[config.mk]
export PLATFORM = sky130hd
export DESIGN_NAME = w_update_seq
export DESIGN_NICKNAME = d
export VERILOG_FILES = /design/src/rtl/axiline_pkg.sv /design/src/rtl/w_update_lane.sv /design/src/rtl/w_update_seq.sv
export SDC_FILE = /design/constraint.sdc
export NUM_CORES = 2
export LEC_CHECK = 0
export BUFFER_PORTS_ARGS = -buffer_cell sky130_fd_sc_hd__buf_2
export CAP_MARGIN = 20
export CORE_MARGIN = 1
export CORE_UTILIZATION = 60
export CTS_CLUSTER_DIAMETER = 40
export DETAILED_ROUTE_END_ITERATION = 7
export PLACE_DENSITY = 0.91
export SKIP_LAST_GASP = 1
export SLEW_MARGIN = 20
export SYNTH_ARGS = -nofsm -noshare
export SYNTH_HDL_FRONTEND = slang
export SYNTH_HIERARCHICAL = 1
export SYNTH_SLANG_ARGS = --single-unit
export TNS_END_PERCENT = 20
[constraint.sdc]
create_clock -name clk -period 13.9 [get_ports clk]
set_input_delay 1.39 -clock clk [delete_from_list [all_inputs] [get_ports clk]]
set_output_delay 1.39 -clock clk [all_outputs]
set_load 0.02 [all_outputs]
[src/rtl/axiline_pkg.sv]
// Shared types and sizing helpers for the Axiline training datapath blocks.
package axiline_pkg;

    typedef enum logic [1:0] {
        IDLE  = 2'd0,
        RUN   = 2'd1,
        DRAIN = 2'd2
    } state_t;

    localparam int DEFAULT_BITWIDTH = 8;
    localparam int DEFAULT_SIZE     = 8;
    localparam int DEFAULT_CHUNKS   = 4;

    // Shift amounts up to 2*bitwidth-1 cover the whole full-width product.
    function automatic int shiftWidth(input int bw);
        return $clog2(2 * bw);
    endfunction

endpackage

[src/rtl/w_update_lane.sv]
// One lane of the weight update: w_out = w - ((g * x) >>> lr_shift), wrapping.
module w_update_lane
    import axiline_pkg::*;
#(
    parameter int bitwidth = DEFAULT_BITWIDTH,
    parameter int SW       = shiftWidth(DEFAULT_BITWIDTH)
) (
    input  logic [bitwidth-1:0] g,
    input  logic [SW-1:0]       lr_shift,
    input  logic [bitwidth-1:0] x_i,
    input  logic [bitwidth-1:0] w_i,
    output logic [bitwidth-1:0] w_out_i
);

    logic signed [2*bitwidth-1:0] gExt;
    logic signed [2*bitwidth-1:0] xExt;
    logic signed [2*bitwidth-1:0] prod;
    logic signed [2*bitwidth-1:0] quot;

    // Sign-extend first so the product keeps its full 2*bitwidth precision.
    assign gExt = {{bitwidth{g[bitwidth-1]}}, g};
    assign xExt = {{bitwidth{x_i[bitwidth-1]}}, x_i};
    assign prod = gExt * xExt;
    assign quot = prod >>> lr_shift;

    assign w_out_i = w_i - bitwidth'(quot);

endmodule

[src/rtl/w_update_seq.sv]
// Chunked weight-update sequencer: streams x/w slices through per-lane update
// logic into a single-stage output register under valid/ready flow control.
module w_update_seq
    import axiline_pkg::*;
#(
    parameter  int bitwidth = DEFAULT_BITWIDTH,
    parameter  int size     = DEFAULT_SIZE,
    parameter  int chunks   = DEFAULT_CHUNKS,
    localparam int SW       = shiftWidth(bitwidth)
) (
    input  logic                     clk,
    input  logic                     rst,
    input  logic                     start,
    input  logic [bitwidth-1:0]      g,
    input  logic [SW-1:0]            lr_shift,
    output logic                     busy,
    input  logic                     in_valid,
    output logic                     in_ready,
    input  logic [bitwidth*size-1:0] x,
    input  logic [bitwidth*size-1:0] w,
    output logic                     out_valid,
    input  logic                     out_ready,
    output logic [bitwidth*size-1:0] w_out,
    output logic                     out_last,
    output logic                     done
);

    // Counter reaches `chunks` after the final slice, so it never wraps mid-vector.
    localparam int             CW       = $clog2(chunks + 1);
    localparam logic [CW-1:0]  LAST_IDX = CW'(chunks - 1);

    state_t                   state_q,    state_d;
    logic [bitwidth-1:0]      gLat_q,     gLat_d;
    logic [SW-1:0]            shiftLat_q, shiftLat_d;
    logic [CW-1:0]            cnt_q,      cnt_d;
    logic [bitwidth*size-1:0] wOut_q,     wOut_d;
    logic                     outValid_q, outValid_d;
    logic                     outLast_q,  outLast_d;
    logic                     done_q,     done_d;

    logic [bitwidth*size-1:0] laneOut;
    logic                     inReady;
    logic                     accept;
    logic                     outHs;

    for (genvar i = 0; i < size; i++) begin : gLane
        w_update_lane #(
            .bitwidth (bitwidth),
            .SW       (SW)
        ) uLane (
            .g        (gLat_q),
            .lr_shift (shiftLat_q),
            .x_i      (x[bitwidth*i +: bitwidth]),
            .w_i      (w[bitwidth*i +: bitwidth]),
            .w_out_i  (laneOut[bitwidth*i +: bitwidth])
        );
    end

    // A slice may enter only when the output register is empty or draining this cycle.
    assign inReady = (state_q == RUN) && (!outValid_q || out_ready);
    assign accept  = in_valid && inReady;
    assign outHs   = outValid_q && out_ready;

    always_comb begin
        state_d    = state_q;
        gLat_d     = gLat_q;
        shiftLat_d = shiftLat_q;
        cnt_d      = cnt_q;
        wOut_d     = wOut_q;
        outValid_d = outValid_q;
        outLast_d  = outLast_q;
        done_d     = 1'b0;

        case (state_q)
            IDLE: begin
                if (start) begin
                    gLat_d     = g;
                    shiftLat_d = lr_shift;
                    cnt_d      = '0;
                    state_d    = RUN;
                end
            end
            RUN: begin
                if (accept && (cnt_q == LAST_IDX)) begin
                    state_d = DRAIN;
                end
            end
            DRAIN: begin
                if (outHs && outLast_q) begin
                    state_d = IDLE;
                    done_d  = 1'b1;
                end
            end
            default: begin
                state_d = IDLE;
            end
        endcase

        // A fresh acceptance refills the register in the same cycle it drains.
        if (accept) begin
            wOut_d     = laneOut;
            outValid_d = 1'b1;
            outLast_d  = (cnt_q == LAST_IDX);
            cnt_d      = cnt_q + 1'b1;
        end else if (outHs) begin
            outValid_d = 1'b0;
        end
    end

    always_ff @(posedge clk) begin
        if (rst) begin
            state_q    <= IDLE;
            gLat_q     <= '0;
            shiftLat_q <= '0;
            cnt_q      <= '0;
            wOut_q     <= '0;
            outValid_q <= 1'b0;
            outLast_q  <= 1'b0;
            done_q     <= 1'b0;
        end else begin
            state_q    <= state_d;
            gLat_q     <= gLat_d;
            shiftLat_q <= shiftLat_d;
            cnt_q      <= cnt_d;
            wOut_q     <= wOut_d;
            outValid_q <= outValid_d;
            outLast_q  <= outLast_d;
            done_q     <= done_d;
        end
    end

    assign busy      = (state_q != IDLE);
    assign in_ready  = inReady;
    assign out_valid = outValid_q;
    assign w_out     = wOut_q;
    assign out_last  = outLast_q;
    assign done      = done_q;

endmodule
==> impl_metrics.toml <==
[logic_synthesis]
yosys_warnings = 6
synth_cell_type_count = 115
syn_area_per_cell_um2 = 8.324
synth_top_area_share = 0.2847
ys_seq_elements = 84
synth_edf_count = 0
syn-instance-count = 3784
synth_area_um2 = 31500
synth-seq-area-share = 0.05339
synth_ff_type = "dfxtp_1"
yosysTopAreaCell = "fa_1"
syn_nets = 4667
synth_area_leaders = "fa_1 28%, ha_1 12%, inv_1 7.7%, dfxtp_1 5.3%, and2_1 4.7%"
synthArstFlopShare = 0

[sta]
worst_pin_slew_ns = 1.041
clock_skew_ns = 0.02414
min_period_ns = 7.958
relSlewSlack = 0.3059
period_share = 0.5725
rsz0062_at_grt = "no"
finalHoldViolations = 0
fin_ws_ns = 5.942
max_freq_ghz = 0.1257
holdWs_ns = 0.4649
fin_tns_setup_ns = 0
finalSetupViolCount = 0
drv_slew = 0

[floorplanning]
start_util = 0.6103
design.die.area_um2 = 53420
num_rows = 83
io_pins = 214
core_um2 = 51610
dieHeight_um = 231.1
die_x_um = 231.1

[routing]
routedWlPerCell_um = 17.88
drtAntennaViolNets = 0
initialDrtViolationCount = 2077
firstDrtPassIters = 5
drc = 0
vias = 27660
drt-vias-per-instance = 6.056
drt-total-wl_um = 81690

[clock_network]
root_buffer = "clkbuf_16"
cts_tree = "done"
cts_resized = 0
clk_pin_slew_ns = 0.08
cts_setup_buffers = 0
cts_buffers = 9
h-tree-depth = 3
cts_max_path_buffers = 2
clock_latency_ns = 0.41
cts.sinks = 84
hold_buffers = 0

[pwr]
leakage_uw = 0.01484
pwr-share-clk = 0.084
internal_power_uw = 1630
peakVddDrop_v = 0.00007408
p_sw_frac = 0.5261
power.density_nw_per_um2 = 103.4
sequentialPowerShare = 0.084
comb_power_share = 0.833
total_power_uw = 3440
switching_power_uw = 1810

[global_routing]
grt_pass1_vias = 27910
grt_pass1_wl_um = 135900
grt_max_degree = 89
grt_overflow = 0
antenna_found_initial = 5
groute.usage.overall = 0.3121

[critical_path]
worstPathMaxFanout = 10
cp_data_required_time_ns = 14.21
reg2regPathDepth = 26
criticalPathCategory = "in -> reg"
r2r_start = "gLat_q[5]$_SDFFE_PP0P_"
r2r-end = "w_out[39]$_SDFFE_PP0P_"
crit_path_end_kind = "register"
critPathLaunchType = "input port"
reg2reg_slack_ns = 6.05
critical_path_arrival_ns = 8.27

[final_layout]
utilization = 0.6447
finish.net_count = 4762
layout-drive-gt1-share = 0.1066
area_growth_pct = 5.644

[status]
status = "finished, final reports clean"

[placement]
place_ws_ns = 5.614
place_congestion = 0.9288
port_buffers = 213
hpwlAfterDp_um = 62780

[min_path]
holdPathStages = 2
hp-class = "reg -> reg"
worst_hold_path.endpoint = "w_out[25]$_SDFFE_PP0P_"
hold_path.startpoint = "w_out[25]$_SDFFE_PP0P_"

[run]
maxCapViolations = 0
## layout by cell type, fill, tap and decap left out, types with 27 or more instances in the layout
master and n:
a211oi_1 58, a21o_1 29, a21oi_1 211, and2_1 236
buf_2 212, dfxtp_1 72, fa_1 448, ha_1 290
inv_1 645, mux2_2 27, mux2i_1 49, nand2_1 366
nand2b_1 70, nand3_1 37, nand4_1 79, nor2_1 152
nor3_1 42, o211ai_1 29, o21ai_0 91, o31ai_1 74
xnor2_1 133, xor2_1 36
## state kept, by name, summed over array words and instances, names as in the netlist
signal and flops:
w_out 64, gLat_q 8, shiftLat_q 4, cnt_q 3, state_q 2, done 1, out_last 1, out_valid 1
## metrics by stage
| step | cells | area [um2] |
|---|---|---|
| 3_3_place_gp | 4548 | 32950 |
| 5_1_grt | 4566 | 33270 |
| 4_1_cts | 4564 | 33270 |
| 3_5_place_dp | 4548 | 32950 |
| 6_report | 4568 | 33280 |
| 2_1_floorplan | 3784 | 31500 |
## how the worst max path moves through the flow
stage	start	endpoint	slack [ns]
final	x[34]	w_out[39]$_SDFFE_PP0P_	5.94
after detailed placement	x[36]	w_out[39]$_SDFFE_PP0P_	5.61
after CTS	x[36]	w_out[39]$_SDFFE_PP0P_	6.01
after global routing	x[42]	w_out[47]$_SDFFE_PP0P_	5.53
after global placement	x[27]	w_out[31]$_SDFFE_PP0P_	5.90
after floorplan	x[27]	w_out[31]$_SDFFE_PP0P_	6.35
## cell type report
type                       instances  area (um2)
antenna                            4       10.01
clock buffer                       9       225.2
clock inverter                     7       91.34
fill                            4088       18340
inverter                         658        2470
multi-input combinational       2892       26700
sequential                        84        1707
tap                              680       850.8
timing repair buffer             234        1226
## worst max-delay path, stage by stage
cell	delay, ns
buf_2	0.15
nand2_1	0.11
inv_1	0.11
fa_1	0.61
inv_1	0.12
fa_1	0.56
fa_1	0.44
fa_1	0.49
inv_1	0.04
ha_1	0.45
nand2_1	0.11
o21ai_0	0.36
a21oi_1	0.09
xor2_1	0.24
inv_1	0.09
mux2_4	0.28
mux2_2	0.26
o311ai_0	0.48
ha_1	0.38
o2111ai_1	0.10
nand3_1	0.14
o41ai_1	0.34
xnor2_1	0.27
xnor2_1	0.17
nand2_1	0.07
o221ai_1	0.10
nand4_1	0.13
a21oi_1	0.17
## kinds of logic (layout without fill, tap and decap cells)
group / count (synthesis) / in the layout / synth area share
buffers and inverters: 808 / 908 / 0.1002
DFF: 84 / 84 / 0.05339
muxes: 106 / 106 / 0.04524
and+or+nand+nor: 1117 / 1117 / 0.1821
adders and majority gates: 738 / 738 / 0.3999
AOI/OAI and AO/OA: 761 / 761 / 0.1717
other: 0 / 4 / 0
xor gates and xnor gates: 170 / 170 / 0.04751
## power groups by stage
stage | clock network (uW) | registers (uW) | logic (uW)
global route | 300 | 291 | 3180
finish | 288 | 288 | 2860
floorplan | 0 | 325 | 2220
detailed placement | 0 | 293 | 2810
global placement | 0 | 292 | 2720
CTS | 292 | 287 | 2830
## metal layers
layer | vias up | wire [um] | share of wire | GRT usage
li1 | 12900 | - | - | -
met2 | 1133 | 39740 | 0.49 | 0.5368
met5 | - | 22 | 0.00027 | 0
met4 | 4 | 2547 | 0.031 | 0.1070
met3 | 174 | 5902 | 0.072 | 0.04343
met1 | 13450 | 33480 | 0.41 | 0.4017
## Yosys cell counts (all sizes together), types with 20 or more instances
cell type	n
inv	653
fa	448
nand2	366
ha	290
and2	240
a21oi	214
nor2	152
xnor2	133
o21ai	113
clkbuf	93
dfxtp	84
nand4	80
o31ai	78
nand2b	72
a211oi	69
buf	57
mux2i	50
nor3	44
nand3	37
xor2	37
mux2	33
o211ai	31
a21o	29
nor2b	28
a31oi	23
and3	23
mux4	23
o311ai	20
(Power assumes the default switching activity.)
